===== config.mk =====
export PLATFORM = sky130hd
export DESIGN_NAME = tmds_decode
export DESIGN_NICKNAME = d
export VERILOG_FILES = /design/src/rtl/tmds_pkg.sv /design/src/rtl/tmds_word_dec.sv /design/src/rtl/tmds_decode.sv
export SDC_FILE = /design/constraint.sdc
export NUM_CORES = 1
export LEC_CHECK = 0
export ABC_AREA = 1
export CAP_MARGIN = 20
export CORE_MARGIN = 2
export CORE_UTILIZATION = 45
export DETAILED_ROUTE_END_ITERATION = 10
export PLACE_DENSITY = 0.66
export SLEW_MARGIN = 20
export SYNTH_ARGS = -nofsm -noshare
export SYNTH_HDL_FRONTEND = slang
export SYNTH_HIERARCHICAL = 1
export SYNTH_SLANG_ARGS = --single-unit

===== constraint.sdc =====
create_clock -name vga_clk -period 5.6 [get_ports vga_clk]
set_clock_uncertainty 0.15 [all_clocks]
set_input_delay 1.12 -clock vga_clk [delete_from_list [all_inputs] [get_ports vga_clk]]
set_output_delay 1.12 -clock vga_clk [all_outputs]
set_load 0.01 [all_outputs]

===== src/rtl/tmds_pkg.sv =====
// Shared TMDS definitions: control token code words, decoded word record and
// the receive alignment FSM states.
package tmds_pkg;

  // Control tokens as they appear on the 10-bit channel word, bit 9 first
  localparam logic [9:0] TOK_C00 = 10'b1101010100;
  localparam logic [9:0] TOK_C01 = 10'b0010101011;
  localparam logic [9:0] TOK_C10 = 10'b0101010100;
  localparam logic [9:0] TOK_C11 = 10'b1010101011;

  typedef enum logic [1:0] {
    SEARCH = 2'd0,
    SLIP   = 2'd1,
    WAIT   = 2'd2,
    LOCKED = 2'd3
  } tmds_state_e;

  // Result of decoding one 10-bit word
  typedef struct packed {
    logic       is_token;
    logic       c1;
    logic       c0;
    logic [7:0] data;
  } tmds_word_t;

endpackage


===== src/rtl/tmds_word_dec.sv =====
// Combinational TMDS word decoder: classifies a 10-bit word as a control
// token (with its c1/c0 bits) or a data word (with its recovered byte).
module tmds_word_dec
  import tmds_pkg::*;
(
  input  logic [9:0] word,
  output tmds_word_t dec
);

  logic [7:0] d;

  // Undo the optional inversion, then undo the XOR/XNOR chain
  always_comb begin
    dec = '0;
    d   = word[9] ? ~word[7:0] : word[7:0];
    case (word)
      TOK_C00: begin dec.is_token = 1'b1; dec.c1 = 1'b0; dec.c0 = 1'b0; end
      TOK_C01: begin dec.is_token = 1'b1; dec.c1 = 1'b0; dec.c0 = 1'b1; end
      TOK_C10: begin dec.is_token = 1'b1; dec.c1 = 1'b1; dec.c0 = 1'b0; end
      TOK_C11: begin dec.is_token = 1'b1; dec.c1 = 1'b1; dec.c0 = 1'b1; end
      default: begin
        dec.data[0] = d[0];
        for (int i = 1; i < 8; i++) begin
          dec.data[i] = word[8] ? (d[i] ^ d[i-1]) : ~(d[i] ^ d[i-1]);
        end
      end
    endcase
  end

endmodule


===== src/rtl/tmds_decode.sv =====
// One TMDS channel receiver: registers the raw deserialized word, finds the
// word boundary by requesting bit-slips until control tokens line up, and
// presents the decoded byte / control bits two cycles after data_in.
//
// Output handshake: rgb_valid is a valid-only strobe with no back-pressure.
// In any cycle where rgb_valid is high, data_out carries one pixel byte that
// the sink must take in that cycle; when low, data_out is 0 and carries nothing.
module tmds_decode
  import tmds_pkg::*;
#(
  parameter int LOCK_TOKENS  = 8,
  parameter int SEARCH_WORDS = 4096,
  parameter int SLIP_WAIT    = 16,
  parameter int LOSS_WORDS   = 4096
)(
  input  logic       vga_clk,
  input  logic       sys_rst_n,
  input  logic [9:0] data_in,
  output logic [7:0] data_out,
  output logic       hsync,
  output logic       vsync,
  output logic       rgb_valid,
  output logic       bitslip,
  output logic       aligned,
  output logic [3:0] slip_cnt
);

  localparam int TOK_W  = (LOCK_TOKENS  > 1) ? $clog2(LOCK_TOKENS)  : 1;
  localparam int SRCH_W = (SEARCH_WORDS > 1) ? $clog2(SEARCH_WORDS) : 1;
  localparam int WAIT_W = (SLIP_WAIT    > 1) ? $clog2(SLIP_WAIT)    : 1;
  localparam int GAP_W  = (LOSS_WORDS   > 1) ? $clog2(LOSS_WORDS)   : 1;

  // Each counter is compared against its last value together with the
  // current word, so it never has to hold the limit itself.
  localparam logic [TOK_W-1:0]  TOK_LAST  = TOK_W'(LOCK_TOKENS - 1);
  localparam logic [SRCH_W-1:0] SRCH_LAST = SRCH_W'(SEARCH_WORDS - 1);
  localparam logic [WAIT_W-1:0] WAIT_LAST = WAIT_W'(SLIP_WAIT - 1);
  localparam logic [GAP_W-1:0]  GAP_LAST  = GAP_W'(LOSS_WORDS - 1);

  logic [9:0]        word_q;
  tmds_word_t        dec;
  tmds_state_e       state_q, state_d;
  logic [TOK_W-1:0]  tok_run_q, tok_run_d;
  logic [SRCH_W-1:0] word_cnt_q, word_cnt_d;
  logic [WAIT_W-1:0] wait_cnt_q, wait_cnt_d;
  logic [GAP_W-1:0]  gap_cnt_q, gap_cnt_d;
  logic [3:0]        slip_cnt_d;
  logic              aligned_d;
  logic [7:0]        data_d;
  logic              hsync_d, vsync_d, valid_d;

  tmds_word_dec u_word_dec (
    .word (word_q),
    .dec  (dec)
  );

  // State register, counters and stage-1 word capture
  always_ff @(posedge vga_clk or negedge sys_rst_n) begin
    if (!sys_rst_n) begin
      word_q     <= '0;
      state_q    <= SEARCH;
      tok_run_q  <= '0;
      word_cnt_q <= '0;
      wait_cnt_q <= '0;
      gap_cnt_q  <= '0;
      slip_cnt   <= '0;
    end else begin
      word_q     <= data_in;
      state_q    <= state_d;
      tok_run_q  <= tok_run_d;
      word_cnt_q <= word_cnt_d;
      wait_cnt_q <= wait_cnt_d;
      gap_cnt_q  <= gap_cnt_d;
      slip_cnt   <= slip_cnt_d;
    end
  end

  // Alignment FSM next state: search for a token run, slip, settle, track lock
  always_comb begin
    state_d    = state_q;
    tok_run_d  = tok_run_q;
    word_cnt_d = word_cnt_q;
    wait_cnt_d = wait_cnt_q;
    gap_cnt_d  = gap_cnt_q;
    slip_cnt_d = slip_cnt;
    case (state_q)
      SEARCH: begin
        word_cnt_d = word_cnt_q + 1'b1;
        tok_run_d  = dec.is_token ? tok_run_q + 1'b1 : '0;
        if (dec.is_token && (tok_run_q == TOK_LAST)) begin
          state_d    = LOCKED;
          slip_cnt_d = '0;
          gap_cnt_d  = '0;
          tok_run_d  = '0;
          word_cnt_d = '0;
        end else if (word_cnt_q == SRCH_LAST) begin
          state_d    = SLIP;
          tok_run_d  = '0;
          word_cnt_d = '0;
        end
      end
      SLIP: begin
        state_d    = WAIT;
        wait_cnt_d = '0;
        slip_cnt_d = (slip_cnt == 4'd9) ? 4'd0 : slip_cnt + 1'b1;
      end
      WAIT: begin
        wait_cnt_d = wait_cnt_q + 1'b1;
        if (wait_cnt_q == WAIT_LAST) begin
          state_d    = SEARCH;
          wait_cnt_d = '0;
          tok_run_d  = '0;
          word_cnt_d = '0;
        end
      end
      LOCKED: begin
        if (dec.is_token) begin
          gap_cnt_d = '0;
        end else if (gap_cnt_q == GAP_LAST) begin
          state_d    = SEARCH;
          gap_cnt_d  = '0;
          tok_run_d  = '0;
          word_cnt_d = '0;
        end else begin
          gap_cnt_d = gap_cnt_q + 1'b1;
        end
      end
      default: state_d = SEARCH;
    endcase
  end

  // Stage-2 output values, gated by the alignment the FSM is about to hold
  always_comb begin
    aligned_d = (state_d == LOCKED);
    data_d    = '0;
    valid_d   = 1'b0;
    hsync_d   = hsync;
    vsync_d   = vsync;
    if (!aligned_d) begin
      hsync_d = 1'b0;
      vsync_d = 1'b0;
    end else if (dec.is_token) begin
      hsync_d = dec.c0;
      vsync_d = dec.c1;
    end else begin
      valid_d = 1'b1;
      data_d  = dec.data;
    end
  end

  // Stage-2 output registers; bitslip is a registered decode of SLIP
  always_ff @(posedge vga_clk or negedge sys_rst_n) begin
    if (!sys_rst_n) begin
      data_out  <= '0;
      hsync     <= 1'b0;
      vsync     <= 1'b0;
      rgb_valid <= 1'b0;
      aligned   <= 1'b0;
      bitslip   <= 1'b0;
    end else begin
      data_out  <= data_d;
      hsync     <= hsync_d;
      vsync     <= vsync_d;
      rgb_valid <= valid_d;
      aligned   <= aligned_d;
      bitslip   <= (state_d == SLIP);
    end
  end

endmodule


==> metrics.md, run 1 <==
| Metric | Value |
|---|---|
| Status | completed |
| Largest net degree at the start of global routing | ~60 |
| Hold bufs inserted after CTS | 0 |
| FF-to-FF setup slack | between 3 and 4 ns |
| Reg2Reg Depth | 15 |
| Nets | 465 |
| Remaining design rule violation count | 0 |
| Max Buffers Root-to-Sink | 2 |
| CTS Root Cell | clkbuf_8 |
| Worst R2R End | gap_cnt_q[10] |
| # diodes | 0 |
| Final setup vio count | 0 |
| Power per cell area | 249 nW/um^2 |
| Initial DRT Pass Iterations | 4 |
| Maximum vdd ir drop | around 150 uV |
| Die ar. | roughly 8100 um^2 |
| Post-synth EDFFs | 0 |
| Critical path's slowest cell | clkdlybuf4s50_1 |
| HP Start | tok_run_q[1] |
| Final GP Congestion | between 0.8 and 0.9 |
| CP delay by family, top | buffers and inverters |
| Number of port buffers | 28 |
| CTS buffer count | 9 |
| Critical Path Start Type | flop |
| Layout area overhead | 18.7% |
| Core area | ~7200 um^2 |
| Fmax | ~0.38 GHz |
| Final Slew Violations | 0 |
| Area post-placement | about 3700 um^2 |
| Fillcell total | 630 |
| Worst-path clk slew | roughly 0.07 ns |
| Finished Core Util | ~55% |
| Starting Density | approximately 46% |
| CTS Sinks | 60 |
| I/O pins | 29 |
| Initial antenna violation count | 0 |
| Hold Path Sink | tok_run_q[1] |
| H-tree depth | 3 |
| Required time worst endpoint | roughly 4.3 ns |
| Hpwl dp | between 4000 and 5000 um |
| Routed len/inst | around 12 um |
| DR iter-0 viols | about 110 |
| Setup tns final | 0 ns |
| Crit end category | primary output |
| Buf/Inv on CP | 1 |
| Mapped cell area | roughly 3300 um^2 |
| Cells after Synth | a little under 400 |
| Final period util | 46.7% |
| Final Hold Vio Count | 0 |
| Hold path depth | 2 |
| WL final | 6430 um |
| Syn avg cell area | slightly above 8 um^2 |
| Worst Tran Pin Value | between 0.7 and 0.8 ns |
| Clock tree from TritonCTS | built |
| R2r startpoint | word_q[3] |
| Layout cells sized above 1 | 12.8% |
| DR vias/cell | between 4 and 5 |
| Net Count, Synth | approximately 430 |
| Clock latency on the worst-skew pair | approximately 0.34 ns |
| Critical Path AT | between 1 and 1.5 ns |
| Setup bufs post-CTS | 0 |
| RSZ-0062 raised after global routing | false |
| Vias in the first global route | between 2k and 3k |
| Synth Flop Type | dfrtp_1 |
| # rows | 31 |
| Die Span Y | 89.8 um |
| Overflow after GRT | 0 |
| Crit-path max FO | 5 |
| Crit path kind | flop to primary output |
| Crit path cell chain | clkdlybuf4s50_1 |
| Routed Antenna Nets | 0 |
| Register area share after synthesis | a little under half |
| Pre-CTS setup slack | between 3 and 4 ns |
| Slew margin rel. | approximately half |
| Max-Cap Viols | 0 |
| Async set-reset flop share out of synthesis | 100% |
| Final min period | 2.62 ns |
| Tot GR Track Use | between 10% and 20% |
| Ys Warns | 6 |
| Synthesized flop and latch total | 60 |
| First-pass GRT wire length | 11,400 um |
| Die W | 89.8 um |
| DR vias | 2,628 |
| Post-CTS Resized | 0 |
| Yosys cell types | 36 |
| Worst Setup Slack, final | ~3.0 ns |
| Post-route design area | 3930 um^2 |
| Leakage | 1.97 nW |
| Delay of the slowest cell on the worst path | ~0.57 ns |
| Worst hold path class | flop to flop |
==> stage by stage <==
step           std cells  hold slack (ns)  power, W
2_1_floorplan        398            0.303  0.000474
3_3_place_gp         522            0.319  0.000493
3_5_place_dp         522            0.332  0.000494
4_1_cts              538            0.349  0.000986
5_1_grt              538            0.373   0.00101
6_report             538            0.345  0.000977
==> final cells by class <==
cell class	instances	area, um^2	share of cell area [%]
multi-input cells	281	1570	40.0
flip-flops and latches	60	1500	38.2
repair buffers	29	283	7.20
inverters	53	199	5.07
clock buffers	12	155	3.95
well taps	99	124	3.15
clock inverters	4	95.1	2.42
==> placed cells by master, fill, tap and decap left out, drive strengths merged, types with 2 or more instances in the layout <==
master and count:
nand4 7, bufinv 3, clkdlybuf4s50 27, o22ai 3
xor2 5, or2 2, o21ai 15, mux2i 3
nand3 31, nor2 60, inv 52, nor3 5
dfrtp 60, a21oi 10, clkbuf 12, ha 19
buf 2, xnor2 5, nand2 109, o21a 2
clkinv 2
==> cells by family after synthesis <==
group                      Yosys count  share of synthesized area, %
muxes                                3                         0.907
xor gates and xnor gates            10                          2.65
buffers and inverters               57                          7.18
DFF                                 60                          45.4
AOI/OAI and AO/OA                   32                          5.37
and+or+nand+nor                    217                          31.3
adders and majority gates           19                          7.18
==> how the worst max path moves through the flow <==
stage	startpoint	to	slack (ns)	cells past startpoint
4_1_cts	slip_cnt[0]	slip_cnt[0]	2.95	1
5_1_grt	word_q[4]	slip_cnt[0]	2.84	12
3_3_place_gp	word_q[5]	gap_cnt_q[9]	3.28	15
2_1_floorplan	word_q[4]	gap_cnt_q[10]	3.38	16
6_report	slip_cnt[0]	slip_cnt[0]	2.98	1
3_5_place_dp	word_q[3]	slip_cnt[3]	3.18	12
==> registers in the layout (all words and copies together) (netlist names) <==
name        cells
wait_cnt_q      4
bitslip         1
state_q         2
data_out        8
rgb_valid       1
slip_cnt        4
vsync           1
tok_run_q       3
aligned         1
word_cnt_q     12
gap_cnt_q      12
word_q         10
hsync           1
==> power by group <==
group          total (W)  leakage, nW  internal, W  switching [W]
Combinational  0.0000440         1.04    0.0000192      0.0000248
Clock           0.000492        0.127     0.000319       0.000173
Sequential      0.000442        0.801     0.000437     0.00000451
Total           0.000977         1.97     0.000776       0.000202
==> worst register-to-register path: stages (launching register included) <==
cell	delay, ns
dfrtp_1	0.40
inv_1	0.09
ha_1	0.16
nand3_1	0.12
nor2_4	0.11
inv_2	0.06
nand2_4	0.21
nand2_2	0.11
inv_1	0.11
nand2_1	0.12
nand2_4	0.15
inv_1	0.10
nor2_4	0.13
nand3_1	0.10
o21ai_0	0.15
nor2_1	0.05
==> Yosys cell counts, types with 7 or more instances <==
cell type | instances | share of area (%)
nand4_1 | 7 | 1.3
inv_1 | 49 | 5.6
o21ai_0 | 13 | 2.0
nor2_2 | 14 | 2.6
a21oi_1 | 10 | 1.5
nor2_1 | 43 | 4.9
nand2_1 | 99 | 11
nand3_1 | 27 | 4.1
ha_1 | 19 | 7.2
dfrtp_1 | 60 | 45
==> routing by layer <==
layer / vias to the layer above / global-route usage, % / wire length [um]
met4: 0 / 7.69 / 153
met1: 1241 / 20.0 / 2760
met2: 44 / 30.6 / 3290
met3: 18 / 4.36 / 225
li1: 1325 / - / -
met5: - / 0 / 0
No activity file was read; power rests on OpenSTA's default activity.
==> run 2: changes to the inputs <==
==> constraint.sdc (replaced) <==
create_clock -name vga_clk -period 2.5 [get_ports vga_clk]
set_clock_uncertainty 0.15 [all_clocks]
set_input_delay 0.5 -clock vga_clk [delete_from_list [all_inputs] [get_ports vga_clk]]
set_output_delay 0.5 -clock vga_clk [all_outputs]
set_load 0.01 [all_outputs]
==> metrics.md, run 2 (synthesis gave the netlist of run 1 again) <==
| Metric | Value |
|---|---|
| Clock power frac | 49.8% (was 50.3%) |
| Max Buffers Root-to-Sink | 2 (unchanged) |
| Nets | 471 (was 465) |
| Vias in the first global route | 2,649 (was 2,602) |
| Worst-path clk slew | 0.07 ns (about the same) |
| CP most frequent cell | inv_1 |
| R2r startpoint | word_q[4] (was word_q[3]) |
| DR iter-0 viols | 97 (was 114) |
| Routed Antenna Nets | 0 (unchanged) |
| Fmax | between 0.4 and 0.5 GHz |
| WL final | 6260 um (was 6430 um) |
| CTS buffer count | 9 (unchanged) |
| Clock latency on the worst-skew pair | 0.33 ns (was 0.34 ns) |
| Critical Path Start Type | flop (unchanged) |
| WL met1 | 2790 um (was 2760 um) |
| Switch Pwr | 0.000459 W (was 0.000202 W) |
| Worst hold path class | input port to asynchronous set/reset pin (was flop to flop) |
| H-tree depth | 3 (unchanged) |
| Clock tree from TritonCTS | built (unchanged) |
| Core area | 7180 um^2 (unchanged) |
| Max-Cap Viols | 0 (unchanged) |
| Delay of the slowest cell on the worst path | 0.41 ns (was 0.57 ns) |
| Final GP Congestion | 0.873 (was 0.864) |
| Setup tns final | 0 ns (unchanged) |
| Multi-input gate area | 1570 um^2 (unchanged) |
| Metal3 WL | 188 um (was 225 um) |
| Tot GR Track Use | 16.8% (was 17.4%) |
| Initial antenna violation count | 0 (unchanged) |
| Largest net degree at the start of global routing | 61 (unchanged) |
| # diodes | 0 (unchanged) |
| Worst R2R End | gap_cnt_q[10] (unchanged) |
| # rows | 31 (unchanged) |
| I/O pins | 29 (unchanged) |
| CTS Sinks | 60 (unchanged) |
| FF-to-FF setup slack | 0.23 ns (was 3.19 ns) |
| Register Area | 1500 um^2 (unchanged) |
| Power per cell area | 545 nW/um^2 (was 249 nW/um^2) |
| Internal power | 0.00171 W (was 0.000776 W) |
| Hpwl dp | 4580 um (about the same) |
| Sequential cell fraction of total power | 45.5% (was 45.2%) |
| Critical path's slowest cell | dfrtp_1 (was clkdlybuf4s50_1) |
| Critical Path AT | 2.33 ns (was 1.35 ns) |
| Setup crit start | word_q[4] (was slip_cnt[0]) |
| Final setup vio count | 0 (unchanged) |
| RSZ-0062 raised after global routing | false (unchanged) |
| Final Hold Vio Count | 0 (unchanged) |
| Buf/Inv on CP | 3 (was 1) |
| Crit end category | flop (was primary output) |
| CP delay by family, top | simple AND/OR/NAND/NOR gates (was buffers and inverters) |
| Top Registers | gap_cnt_q x12, word_cnt_q x12, word_q x10 (unchanged) |
| DR vias/cell | 4.82 (was 4.88) |
| Layout cells sized above 1 | 14.2% (was 12.8%) |
| Leading cell type in the layout, fill and taps excluded | nand2_1 (unchanged) |
| Final min period | around 2.3 ns |
| Routed len/inst | 11.5 um (was 12.0 um) |
| Starting Density | 46.1% (unchanged) |
| Initial DRT Pass Iterations | 5 (was 4) |
| DR vias | 2,622 (was 2,628) |
| Leakage | 2.00 nW (was 1.97 nW) |
| Overflow after GRT | 0 (unchanged) |
| Crit path cell chain | inv_1, ha_1, nand2_1, nor2_1, nand3_1, nand2_4, nand2_2, inv_1, nand2_1, nand2_4, inv_1, nor2_4, nand3_1, o21ai_1, nor2_1 (was clkdlybuf4s50_1) |
| Switching Share | 21.1% (was 20.6%) |
| Die W | 89.8 um (unchanged) |
| Area post-placement | 3720 um^2 (was 3680 um^2) |
| Worst Tran Pin Value | 0.303 ns (was 0.756 ns) |
| First-pass GRT wire length | 11,200 um (was 11,400 um) |
| Slew margin rel. | 79.6% (was 49.6%) |
| CTS Root Cell | clkbuf_8 (unchanged) |
| Remaining design rule violation count | 0 (unchanged) |
| Commonest cells after routing, fill and taps aside | 99 x nand2_1, 60 x dfrtp_1, 49 x inv_1, 43 x nor2_1 (unchanged) |
| Part of the power in combinational logic | 4.7% (was 4.5%) |
| Die ar. | 8060 um^2 (unchanged) |
| Maximum vdd ir drop | 324 uV (was 151 uV) |
| Met2 WL | 3190 um (was 3290 um) |
| Hold bufs inserted after CTS | 0 (unchanged) |
| Post-route design area | 3980 um^2 (was 3930 um^2) |
| Final period util | between 90% and 100% |
| Layout area overhead | 20.4% (was 18.7%) |
| Crit-path max FO | 10 (was 5) |
| Fillcell total | 658 (was 630) |
| Crit path kind | flop to flop (was flop to primary output) |
| Required time worst endpoint | 2.57 ns (was 4.33 ns) |
| Highest metal used | met4 (unchanged) |
| Number of port buffers | 28 (unchanged) |
| Die Span Y | 89.8 um (unchanged) |
| Final Slew Violations | 0 (unchanged) |
| Status | completed (unchanged) |
| Reg2Reg Depth | 15 (unchanged) |
==> run 2: changes by cell type in the layout (fill, tap and decap cells not counted), sizes merged <==
cell and delta:
buf +6, clkbuf -2, clkinv +1, clkinvlp +1
==> run 2: cell type report <==
class	instances	share of cell area (%)
inverters	53	4.99
repair buffers	35	8.54
well taps	99	3.11
clock inverters	6	2.80
clock buffers	10	3.45
multi-input cells	281	39.4
flip-flops and latches	60	37.7
==> run 2: how the worst max path moves through the flow <==
stage,cells past startpoint,end
final,15,gap_cnt_q[10]
after floorplan,16,gap_cnt_q[10]
after detailed placement,15,gap_cnt_q[10]
after global placement,15,gap_cnt_q[10]
after CTS,15,gap_cnt_q[10]
after global routing,15,gap_cnt_q[10]
==> run 2: repair_timing <==
action                                  in CTS  in global routing
hold endpoints to repair                     0                  0
gates resized for setup                      0                  1
endpoints found under the setup margin       0                  4
buffers inserted                             0                  2
==> run 2: stage by stage <==
stage,setup WS (ns),power (W),utilization (%),hold slack [ns],std cells
floorplan,0.278,0.00106,-,0.0544,398
detailed placement,0.133,0.00111,51.8,0.334,526
global placement,0.276,0.00111,51.8,0.318,526
global route,0.0264,0.00226,55.5,0.0377,544
finish,0.235,0.00217,55.5,0.0131,544
CTS,0.113,0.00219,55.3,0.0283,542
==> run 2: per-layer routing <==
metal  global-route usage [%]  vias up
met2                     30.2       40
met1                     19.4     1234
met4                     6.03        0
met5                        0        -
li1                         -     1340
met3                     4.19        8
==> run 2: power groups by stage <==
stage | clock (W) | combinational [W] | sequential [W]
3_5_place_dp | 0 | 0.000104 | 0.00101
5_1_grt | 0.00115 | 0.000117 | 0.000988
3_3_place_gp | 0 | 0.000104 | 0.00101
4_1_cts | 0.00110 | 0.000105 | 0.000987
6_report | 0.00108 | 0.000102 | 0.000988
2_1_floorplan | 0 | 0.0000581 | 0.00100
==> run 3: changes to the inputs <==
--- a/config.mk
+++ b/config.mk
@@ -10,7 +10,8 @@
 export CORE_MARGIN = 2
 export CORE_UTILIZATION = 45
 export DETAILED_ROUTE_END_ITERATION = 10
-export PLACE_DENSITY = 0.66
+export DONT_BUFFER_PORTS = 1
+export PLACE_DENSITY = 0.63
 export SLEW_MARGIN = 20
 export SYNTH_ARGS = -nofsm -noshare
 export SYNTH_HDL_FRONTEND = slang
==> constraint.sdc (replaced) <==
create_clock -name vga_clk -period 2.05 [get_ports vga_clk]
set_clock_uncertainty 0.15 [all_clocks]
set_input_delay 0.41 -clock vga_clk [delete_from_list [all_inputs] [get_ports vga_clk]]
set_output_delay 0.41 -clock vga_clk [all_outputs]
set_load 0.01 [all_outputs]
==> metrics.md, run 3 (synthesis gave the netlist of run 1 again) <==
| Metric | Value |
|---|---|
| Setup tns final | 0 ns (unchanged) |
| Leading cell type in the layout, fill and taps excluded | nand2_1 (unchanged) |
| Layout area overhead | 23.2% (was 20.4%) |
| CTS buffer count | 9 (unchanged) |
| Fmax | 0.495 GHz (was 0.441 GHz) |
| Multi-input gate area | 1690 um^2 (was 1570 um^2) |
| Initial antenna violation count | 0 (unchanged) |
| Setup crit start | word_q[2] (was word_q[4]) |
| Vias in the first global route | 2,714 (was 2,649) |
| Starting Density | 46.1% (unchanged) |
| Leakage | 2.04 nW (was 2.00 nW) |
| Status | completed (unchanged) |
| Final GP Congestion | 0.886 (was 0.873) |
| H-tree depth | 3 (unchanged) |
| Crit end category | flop (unchanged) |
| Power per cell area | 617 nW/um^2 (was 545 nW/um^2) |
| Top Registers | gap_cnt_q x12, word_cnt_q x12, word_q x10 (unchanged) |
| Critical Path AT | 2.09 ns (was 2.33 ns) |
| Fillcell total | 632 (was 658) |
| First-pass GRT wire length | 11,800 um (was 11,200 um) |
| DR vias/cell | 4.92 (was 4.82) |
| Finished Core Util | 56.8% (was 55.5%) |
| Nets | 473 (was 471) |
| I/O pins | 29 (unchanged) |
| Slew margin rel. | 79.7% (was 79.6%) |
| Layout cells sized above 1 | 23.5% (was 14.2%) |
| Worst-path clk slew | 0.07 ns (about the same) |
| Clock tree from TritonCTS | built (unchanged) |
| CP most frequent cell | nand2_4 (was inv_1) |
| Core area | 7180 um^2 (unchanged) |
| Worst R2R End | gap_cnt_q[10] (unchanged) |
| DR iter-0 viols | 106 (was 97) |
| Critical Path Start Type | flop (unchanged) |
| Hold Path Sink | tok_run_q[1] |
| Crit-path max FO | 8 (was 10) |
| Hold path depth | 2 |
| Required time worst endpoint | 2.13 ns (was 2.57 ns) |
| R2r startpoint | word_q[2] (was word_q[4]) |
| Final period util | 98.5% (was 90.6%) |
| Final Hold Vio Count | 0 (unchanged) |
| Initial DRT Pass Iterations | 6 (was 5) |
| Routed len/inst | 12.1 um (was 11.5 um) |
| Crit path kind | flop to flop (unchanged) |
| Die ar. | 8060 um^2 (unchanged) |
| Die Span Y | 89.8 um (unchanged) |
| Final setup vio count | 0 (unchanged) |
| FF-to-FF setup slack | 0.03 ns (was 0.23 ns) |
| RSZ-0062 raised after global routing | true (was false) |
| Number of port buffers | 0 (was 28) |
| DR vias | 2,685 (was 2,622) |
| Placed cell count | 508 (was 526) |
| Hpwl dp | 4510 um (was 4580 um) |
| Delay of the slowest cell on the worst path | 0.40 ns (was 0.41 ns) |
| Final cell count without fillers | 546 (was 544) |
| Power consumption | 0.00251 W (was 0.00217 W) |
| HP Start | tok_run_q[1] |
| CTS Root Cell | clkbuf_8 (unchanged) |
| Max-Cap Viols | 0 (unchanged) |
| Final min period | 2.02 ns (was 2.27 ns) |
| Die W | 89.8 um (unchanged) |
| Tot GR Track Use | 18.0% (was 16.8%) |
| Commonest cells after routing, fill and taps aside | 95 x nand2_1, 59 x dfrtp_1, 43 x nor2_1, 42 x inv_1 (was 99 x nand2_1, 60 x dfrtp_1, 49 x inv_1, 43 x nor2_1) |
| Register Area | 1500 um^2 (about the same) |
| Reg2Reg Depth | 15 (unchanged) |
| Worst Tran Pin Value | 0.305 ns (was 0.303 ns) |
| Remaining design rule violation count | 0 (unchanged) |
| Critical path's slowest cell | dfrtp_1 (unchanged) |
| # rows | 31 (unchanged) |
| Maximum vdd ir drop | 403 uV (was 324 uV) |
| # diodes | 0 (unchanged) |
| Routed Antenna Nets | 0 (unchanged) |
| Crit path cell chain | inv_2, ha_2, nand2_2, nor2_1, nand3_2, nand2_4, nand2_4, inv_4, nand2_4, nand2_8, inv_4, nor2_4, nand3_2, o21ai_1, nor2_1 (was inv_1, ha_1, nand2_1, nor2_1, nand3_1, nand2_4, nand2_2, inv_1, nand2_1, nand2_4, inv_1, nor2_4, nand3_1, o21ai_1, nor2_1) |
| CTS Sinks | 60 (unchanged) |
| Final Hold Slack | 0.334 ns (was 0.0131 ns) |
| Clock latency on the worst-skew pair | 0.34 ns (was 0.33 ns) |
| Max Buffers Root-to-Sink | 2 (unchanged) |
| WL final | 6580 um (was 6260 um) |
| Final Slew Violations | 0 (unchanged) |
| Overflow after GRT | 0 (unchanged) |
| Largest net degree at the start of global routing | 61 (unchanged) |
| Worst hold path class | flop to flop (was input port to asynchronous set/reset pin) |
-- run 3: area by class of cell --
type	instances	share of cell area [%]
repair inverters	1	0.184
clock buffers	11	3.22
flip-flops and latches	60	36.9
repair buffers	36	7.98
multi-input cells	281	41.5
clock inverters	5	2.09
well taps	99	3.04
inverters	53	5.10
-- run 3: through the flow --
step           setup slack (ns)  area, um^2
6_report                 0.0307        4080
5_1_grt                  -0.101        4080
4_1_cts                0.000125        3990
3_5_place_dp            -0.0524        3520
3_3_place_gp             0.0428        3520
2_1_floorplan           -0.0250        3330
-- run 3: how the worst max path moves through the flow --
stage                          endpoint  cells past startpoint
after floorplan           gap_cnt_q[10]                     16
after global placement     tok_run_q[2]                     10
after detailed placement  gap_cnt_q[10]                     15
after CTS                  tok_run_q[2]                     10
after global routing      gap_cnt_q[10]                     15
final                     gap_cnt_q[10]                     15
-- run 3: timing repair --
item | in CTS | in global routing
pin swaps | 5 | 10
hold endpoints to repair | 70 | 0
endpoints found under the setup margin | 6 | 39
setup buffers | 6 | 3
gates resized for setup | 16 | 21
cloned | 0 | 1
hold buffers | 12 | 0
-- run 3: per-layer routing --
metal	track usage (%)	wire (um)	up-vias
li1	-	-	1345
met1	20.4	2740	1260
met2	32.2	3390	68
met3	5.70	329	12
met4	5.64	125	0
met5	0	0	-
-- run 3: critical path, delay by kind of cell, from the launching register on --
| family | cells | cell delay [ns] |
|---|---|---|
| compound gates | 1 | 0.12 |
| fa+ha+maj | 1 | 0.16 |
| buf+inv | 3 | 0.18 |
| flops | 1 | 0.40 |
| simple gates | 10 | 0.87 |
-- run 3: power breakdown --
group	switching (W)	leakage (nW)	internal, W
clock	0.000476	0.104	0.000691
sequential	0.0000103	0.800	0.00119
combinational	0.0000766	1.14	0.0000648
